## src/rtl/gameplay_pkg.sv

```systemverilog
// Constants and state encoding shared by the gameplay datapath, control FSM,
// block renderer and VGA adapter wrapper.
package gameplay_pkg;

    localparam int SCREEN_W = 160;
    localparam int SCREEN_H = 120;
    localparam int COLOUR_W = 3;
    localparam int X_W      = 8;
    localparam int Y_W      = 7;

    typedef enum logic [2:0] {
        IDLE,
        CLEAR,
        ERASE,
        DRAW,
        DONE
    } state_t;

endpackage

```

## src/rtl/rect_sweeper.sv

```systemverilog
// Raster counter over a width x height rectangle: cx inner, cy outer.
// last flags the final pixel of the sweep; counters wrap to zero after it.
module rect_sweeper
    import gameplay_pkg::*;
(
    input  logic           clk,
    input  logic           resetn,
    input  logic [X_W-1:0] width,
    input  logic [Y_W-1:0] height,
    input  logic           load,
    input  logic           enable,
    output logic [X_W-1:0] cx,
    output logic [Y_W-1:0] cy,
    output logic           last
);

    logic row_end;

    assign row_end = (cx == width - X_W'(1));
    assign last    = enable && row_end && (cy == height - Y_W'(1));

    // NOTE: sequential state uses non-blocking assignments so every register
    // samples its inputs from the same edge, regardless of statement order.
    always_ff @(posedge clk) begin
        if (!resetn) begin
            cx <= '0;
            cy <= '0;
        end else if (load || last) begin
            cx <= '0;
            cy <= '0;
        end else if (enable) begin
            if (row_end) begin
                cx <= '0;
                cy <= cy + Y_W'(1);
            end else begin
                cx <= cx + X_W'(1);
            end
        end
    end

endmodule

```

## src/rtl/block_renderer.sv

```systemverilog
// Draws a filled block (optionally erasing the previous one) or clears the
// whole screen, one pixel per clock into the VGA adapter's write port.
module block_renderer
    import gameplay_pkg::*;
#(
    parameter int                  BLOCK_W   = 20,
    parameter int                  BLOCK_H   = 4,
    parameter logic [COLOUR_W-1:0] BG_COLOUR = 3'b000
) (
    input  logic                clk,
    input  logic                resetn,
    input  logic                start,
    input  logic                clear,
    input  logic                erase_en,
    input  logic [X_W-1:0]      curr_x_position,
    input  logic [Y_W-1:0]      curr_y_position,
    input  logic [COLOUR_W-1:0] colour_in,
    output logic                busy,
    output logic                done,
    output logic [X_W-1:0]      vga_x,
    output logic [Y_W-1:0]      vga_y,
    output logic [COLOUR_W-1:0] vga_colour,
    output logic                vga_plot
);

    state_t state, next_state;

    logic [X_W-1:0]      lat_x, prev_x, ext_w, cx, base_x;
    logic [Y_W-1:0]      lat_y, prev_y, ext_h, cy, base_y;
    logic [COLOUR_W-1:0] lat_colour;
    logic                prev_valid, load, sweeping, last;
    logic [X_W:0]        sum_x;
    logic [Y_W:0]        sum_y;

    assign sweeping = (state == CLEAR) || (state == ERASE) || (state == DRAW);
    assign ext_w    = (state == CLEAR) ? X_W'(SCREEN_W) : X_W'(BLOCK_W);
    assign ext_h    = (state == CLEAR) ? Y_W'(SCREEN_H) : Y_W'(BLOCK_H);

    rect_sweeper u_sweeper (
        .clk    (clk),
        .resetn (resetn),
        .width  (ext_w),
        .height (ext_h),
        .load   (load),
        .enable (sweeping),
        .cx     (cx),
        .cy     (cy),
        .last   (last)
    );

    always_ff @(posedge clk) begin
        if (!resetn) begin
            state      <= IDLE;
            lat_x      <= '0;
            lat_y      <= '0;
            lat_colour <= '0;
            prev_x     <= '0;
            prev_y     <= '0;
            prev_valid <= 1'b0;
        end else begin
            state <= next_state;
            // clear has priority: a coincident start is dropped entirely
            if (state == IDLE && clear) begin
                prev_valid <= 1'b0;
            end else if (state == IDLE && start) begin
                lat_x      <= curr_x_position;
                lat_y      <= curr_y_position;
                lat_colour <= colour_in;
            end
            if (state == DRAW && last) begin
                prev_x     <= lat_x;
                prev_y     <= lat_y;
                prev_valid <= 1'b1;
            end
        end
    end

    // NOTE: every signal driven here gets a default first, so no path through
    // the case statement can leave one unassigned and infer a latch.
    always_comb begin
        next_state = state;
        load       = 1'b0;
        unique case (state)
            IDLE: begin
                if (clear) begin
                    next_state = CLEAR;
                    load       = 1'b1;
                end else if (start) begin
                    next_state = (erase_en && prev_valid) ? ERASE : DRAW;
                    load       = 1'b1;
                end
            end
            CLEAR:   if (last) next_state = DONE;
            ERASE:   if (last) next_state = DRAW;
            DRAW:    if (last) next_state = DONE;
            DONE:    next_state = IDLE;
            default: next_state = IDLE;
        endcase
    end

    always_comb begin
        base_x     = '0;
        base_y     = '0;
        vga_colour = '0;
        unique case (state)
            CLEAR: vga_colour = BG_COLOUR;
            ERASE: begin
                base_x     = prev_x;
                base_y     = prev_y;
                vga_colour = BG_COLOUR;
            end
            DRAW: begin
                base_x     = lat_x;
                base_y     = lat_y;
                vga_colour = lat_colour;
            end
            default: ;
        endcase
    end

    // Off-screen pixels keep their slot in the sweep but are not written
    assign sum_x    = {1'b0, base_x} + {1'b0, cx};
    assign sum_y    = {1'b0, base_y} + {1'b0, cy};
    assign vga_x    = sweeping ? sum_x[X_W-1:0] : '0;
    assign vga_y    = sweeping ? sum_y[Y_W-1:0] : '0;
    assign vga_plot = sweeping && (sum_x < (X_W+1)'(SCREEN_W))
                               && (sum_y < (Y_W+1)'(SCREEN_H));
    assign busy     = (state != IDLE);
    assign done     = (state == DONE);

endmodule

```

## config.mk

```make
export PLATFORM = sky130hd
export DESIGN_NAME = block_renderer
export DESIGN_NICKNAME = d
export VERILOG_FILES = /design/src/rtl/gameplay_pkg.sv /design/src/rtl/rect_sweeper.sv /design/src/rtl/block_renderer.sv
export SDC_FILE = /design/constraint.sdc
export NUM_CORES = 1
export LEC_CHECK = 0
export CORE_AREA = 3 3 97 99
export DETAILED_ROUTE_END_ITERATION = 10
export DIE_AREA = 0 0 100 102
export PLACE_DENSITY_LB_ADDON = 0.15
export SKIP_CTS_REPAIR_TIMING = 1
export SLEW_MARGIN = 25
export SYNTH_ARGS = -nofsm -noshare
export SYNTH_HDL_FRONTEND = slang
export SYNTH_SLANG_ARGS = --single-unit
```

## constraint.sdc

```tcl
create_clock -name clk -period 6.77 [get_ports clk]
set_clock_uncertainty 0.15 [all_clocks]
set_input_delay 1.354 -clock clk [delete_from_list [all_inputs] [get_ports clk]]
set_output_delay 1.354 -clock clk [all_outputs]
set_load 0.01 [all_outputs]
```

Yosys cells after proc, flatten, opt, wreduce, memory -nomap -nowiden:

Cells that the tools add are included.

* add/subtract/negate cells: 6
* $lt $le $gt $ge: 2
* equality and inequality tests: 9
* muxes and demuxes: 19
* bitwise operators: 2
* reduce and logical (&&, ||, !) cells: 19

Operators with widths (count)
* 2-to-1 mux 8 bit: 3
* one-hot mux 8 bit (2 select lines): 1
* 2-to-1 mux 3 bit: 5
* 2-to-1 mux 7 bit: 2
* one-hot mux 7 bit (2 select lines): 1
* adder 8 x 8 -> 9 bit: 1
* < comparator 9 x 8 -> 1 bit, second input constant: 1
* one-hot mux 3 bit (3 select lines): 1
* adder 7 x 7 -> 8 bit: 1
* adder 8 x 1 -> 8 bit, second input constant: 1
* equality test 8 bit: 1
* logical AND 1 bit: 8
* < comparator 8 x 7 -> 1 bit, second input constant: 1
* subtractor 8 x 1 -> 8 bit, second input constant: 1
* adder 7 x 1 -> 7 bit, second input constant: 1
* equality test 7 bit: 1
* subtractor 7 x 1 -> 7 bit, second input constant: 1
* equality test 3 x 2 -> 1 bit, second input constant: 2
* 2-to-1 mux 1 bit: 6
* AND reduction 2 bit: 2
* OR reduction 2 bit: 2
* equality test 3 x 1 -> 1 bit, second input constant: 1
* equality test 3 bit, second input constant: 1
* logical NOT 3 bit: 1
* 8 further kinds: 11

* bits in registers: 52
* bits of input ports: 23
* output and inout port bits: 21

Logic depth before layout (Yosys ltp):

* depth after elaboration: 8
* gate-level depth with buffers: 13

Modules after synthesis:

A second synthesis with hierarchy kept.

* cells, all modules: 449
* area total of the unflattened synthesis: 3639.7 um^2

By module, submodules not included
* block_renderer: instances 1, cells an instance 297, area an instance 2388.5 um^2, sequential area each 740.7 um^2
* rect_sweeper: instances 1, cells an instance 152, area an instance 1251.2 um^2, sequential area each 300.3 um^2

Worst setup path before layout:

No wires, ideal clock.

* kind: register to output
* start point: reg state[1]
* end point: out vga_plot
* data arrival time: 3.420 ns
* required time: 5.266 ns
* slack: 1.846 ns
* stages on the path, launching flop included: 13
* buffers on the path: 1
* cells stage by stage: dfxtp_1 nor3b_1 clkbuf_1 a22o_1 ha_1 inv_1 fa_1 nand2b_1 a21oi_1 nor4_1 a311oi_1 nor4_1 a2111oi_0

* cells in the longest elaborated chain, start to end: 6

RTL lines
* start, declared: line block_renderer.sv:26 `state_t state, next_state;`
* start signal, assigned: line block_renderer.sv:61 `state <= next_state;`
* equality test 3 x 2 -> 1 bit: line block_renderer.sv:35, block_renderer.sv:105
* one-hot mux 8 bit (2 select lines): line block_renderer.sv:105 `unique case (state)`
* adder 8 x 8 -> 9 bit: line block_renderer.sv:122 `assign sum_x = {1'b0, base_x} + {1'b0, cx};`
* < comparator 9 x 8 -> 1 bit: line block_renderer.sv:126 `assign vga_plot = sweeping && (sum_x < (X_W+1)'(SCREEN_W))`
* logical AND 1 bit: line block_renderer.sv:126
* logical AND 1 bit (*): line block_renderer.sv:127 `&& (sum_y < (Y_W+1)'(SCREEN_H));`
* end, declared: line block_renderer.sv:23 `output logic vga_plot`

Every way passes the cells marked *; elsewhere a longest branch is shown, timed or not.

Final worst setup path:

Ends and elaborated chain as after synthesis.

==> flow_summary_export.csv <==
group,metric,value,unit
grt,antenna_found_initial,0,
synth,synth_edf_count,0,
drt,dr.pass1.iters,4,
timing,worst_slew_pin_slew,0.713,ns
timing,rsz0062_at_grt,"false",
grt,grt_usage,13.9,%
drt,num_vias,2475,
grt,grt_pass1_wl,11500,µm
placed_design,dp.cells,483,
final_layout,syn_to_final_growth,21.1,%
pwr,power.density,228,nW/µm²
final_layout,diodes,0,
drt,drt_iter0_drc,42,
critical_path,crit_path_end_kind,"primary output",
outcome,outcome,"complete, no violations",
critical_path,path_cells,"nor3b_1 -> buf_4 -> a22o_1 -> ha_1 -> inv_1 -> fa_1 -> nand2b_1 -> a21oi_1 -> nor4_1 -> a311oi_1 -> nor4_1 -> a2111oi_0 -> clkdlybuf4s50_1",
timing,whs,0.308,ns
cts,clock_sink_count,52,
cts,clk_latency,0.31,ns
drt,drc_errors,0,
timing,finalHoldViolCount,0,
critical_path,cp_slowest_cell,"clkdlybuf4s50_1",
critical_path,cp_slowest_stage_delay,0.64,ns
placed_design,gp_congestion,0.821,
die,initial_core_util,34.9,%
timing,finalSetupTns,0,ns
final_layout,multi_input_area,1880,µm²
final_layout,seq_area,1040,µm²
timing,setup_viol,0,
final_layout,fin_cells,491,
run,cap_viol_max_count,0,
critical_path,startpoint_type,"register",
placed_design,io_buffers,43,
synth,synthesis.area,3010,µm²
timing,drv_slew,0,
synth,syn_inst,344,
die,fp.dieH,102,µm
die,die_w,100,µm
grt,grt_overflow_total,0,
critical_path,required,5.27,ns
synth,synth-seq-cells,52,
cts,cts_buffer_depth,2,
timing,max_freq,0.168,GHz
grt,grt_pass1_vias,2330,
synth,synth_ff_type,"dfxtp_1",
cts,numCtsBuffers,5,
grt,grt_max_degree,41,
critical_path,worst_r2r_path_depth,7,
drt,wl,6790,µm
hold_path,hold_depth,2,
final_layout,fillers,879,
final_layout,drive_above_1_share,4.18,%
timing,fin_crit_sh,87.7,%
cts,root_buffer,"clkbuf_8",
die,core,8640,µm²
cts,path_clk_slew,0.11,ns
timing,min_period,5.94,ns
pwr,power.leakage,1.50,nW
final_layout,fin_nets,424,
placed_design,dp_hpwl,5100,µm
synth,avgSynthCellArea,8.76,µm²
drt,ant_nets,0,
die,row_count,34,
drt,viasPerCell,5.04,
critical_path,criticalPathCategory,"register to primary output",
cts,htreeDepth,2,
critical_path,cp_max_fo,12,
timing,relSlewSlack,52.5,%
synth,ys_seq_area_share,34.5,%
drt,wl_per_cell,13.8,µm
pwr,ir_worst_vdd,0.139,mV
critical_path,path_common_cell,"nor4_1",
synth,async_flop_share,0,%
synth,ys_types,46,
pwr,power,0.831,mW
synth,synth_warnings,0,
hold_path,hp-class,"register to register",
critical_path,worstPathArrival,4.43,ns
cts,cts_tree,"yes",
die,pin_count,44,
synth,synth_fp_nets,386,
die,dieArea,10200,µm²
-- logic make-up (layout without fill, tap and decap cells) --
logic type,count (synthesis),in the layout,share of synthesized area [%]
DFF,52,52,34.5
adders and majority gates,19,19,8.39
muxes,20,20,6.64
and+or+nand+nor,138,138,23.6
AOI/OAI and AO/OA,75,75,18.1
buffers and inverters,21,60,3.24
xor gates and xnor gates,19,19,5.52
-- synthesized netlist by cell type, drive strengths merged, types with 8 or more instances --
library cell,number,share of area [%]
clkbuf,10,1.2
nand4,8,1.7
a21boi,19,4.7
o21ai,11,1.8
xor2,13,3.8
a22o,14,4.1
ha,17,7.1
nand2,45,5.6
mux2i,20,6.6
nor2,32,4.0
nor2b,15,3.1
and2,8,1.7
dfxtp,52,35
nor3,8,1.5
-- per-layer routing --
metal | part of all wire, % | GRT usage, %
met1 | 51 | 19.5
met4 | 1.2 | 3.42
met2 | 44 | 22.0
met3 | 3.6 | 2.66
met5 | 0 | 0
-- flip-flops by register name (all words and copies together) (netlist names) --
signal	count
prev_y	7
lat_y	7
lat_colour	3
prev_valid	1
lat_x	8
prev_x	8
state	3
u_sweeper.cx	8
u_sweeper.cy	7
-- path summary, 6_finish.rpt --
kind,start,slack (ns),to
max,state[1],0.83,vga_plot
min,lat_colour[2],0.31,lat_colour[2]
min reg2reg,lat_colour[2],0.31,lat_colour[2]
max reg2reg,state[0],4.44,prev_y[1]
-- where the power goes --
group,switching (mW),internal [mW]
registers,0.0300,0.328
clock network,0.116,0.114
logic,0.144,0.0988
-- final cells by class --
type / instances / share of cell area (%)
sequential: 52 / 28.5
inverter: 5 / 0.514
tap: 108 / 3.70
clock inverter: 3 / 1.37
timing repair buffer: 47 / 12.6
multi-input combinational: 271 / 51.4
clock buffer: 5 / 1.89
-- cells in the final DEF, fill, tap and decap left out, drive strengths merged, types with 8 or more instances in the layout --
cell | netlist | layout
dfxtp | 52 | 52
nand2 | 45 | 45
clkdlybuf4s50 | 0 | 43
nor2 | 32 | 32
mux2i | 20 | 20
a21boi | 19 | 19
ha | 17 | 17
nor2b | 15 | 15
a22o | 14 | 14
xor2 | 13 | 13
o21ai | 11 | 11
and2 | 8 | 8
nand4 | 8 | 8
nor3 | 8 | 8
-- critical path: cells and delay by family, from the launching register on --
family	cells	cell delay [ns]
flip-flops	1	0.49
AND/OR/NAND/NOR	4	0.95
AO/OA/AOI/OAI	4	1.12
buffers and inverters	3	1.00
adder cells (fa/ha/maj)	2	0.55
-- per-stage QoR --
| step | instance area (µm²) | util, % | setup WS [ns] |
|---|---|---|---|
| detailed placement | 3530 | 40.9 | 1.23 |
| global placement | 3530 | 40.9 | 1.28 |
| floorplan | 3010 | - | 1.85 |
| finish | 3650 | 42.3 | 0.834 |
| CTS | 3650 | 42.3 | 0.867 |
| global route | 3650 | 42.3 | 0.491 |
(Power assumes the default switching activity.)
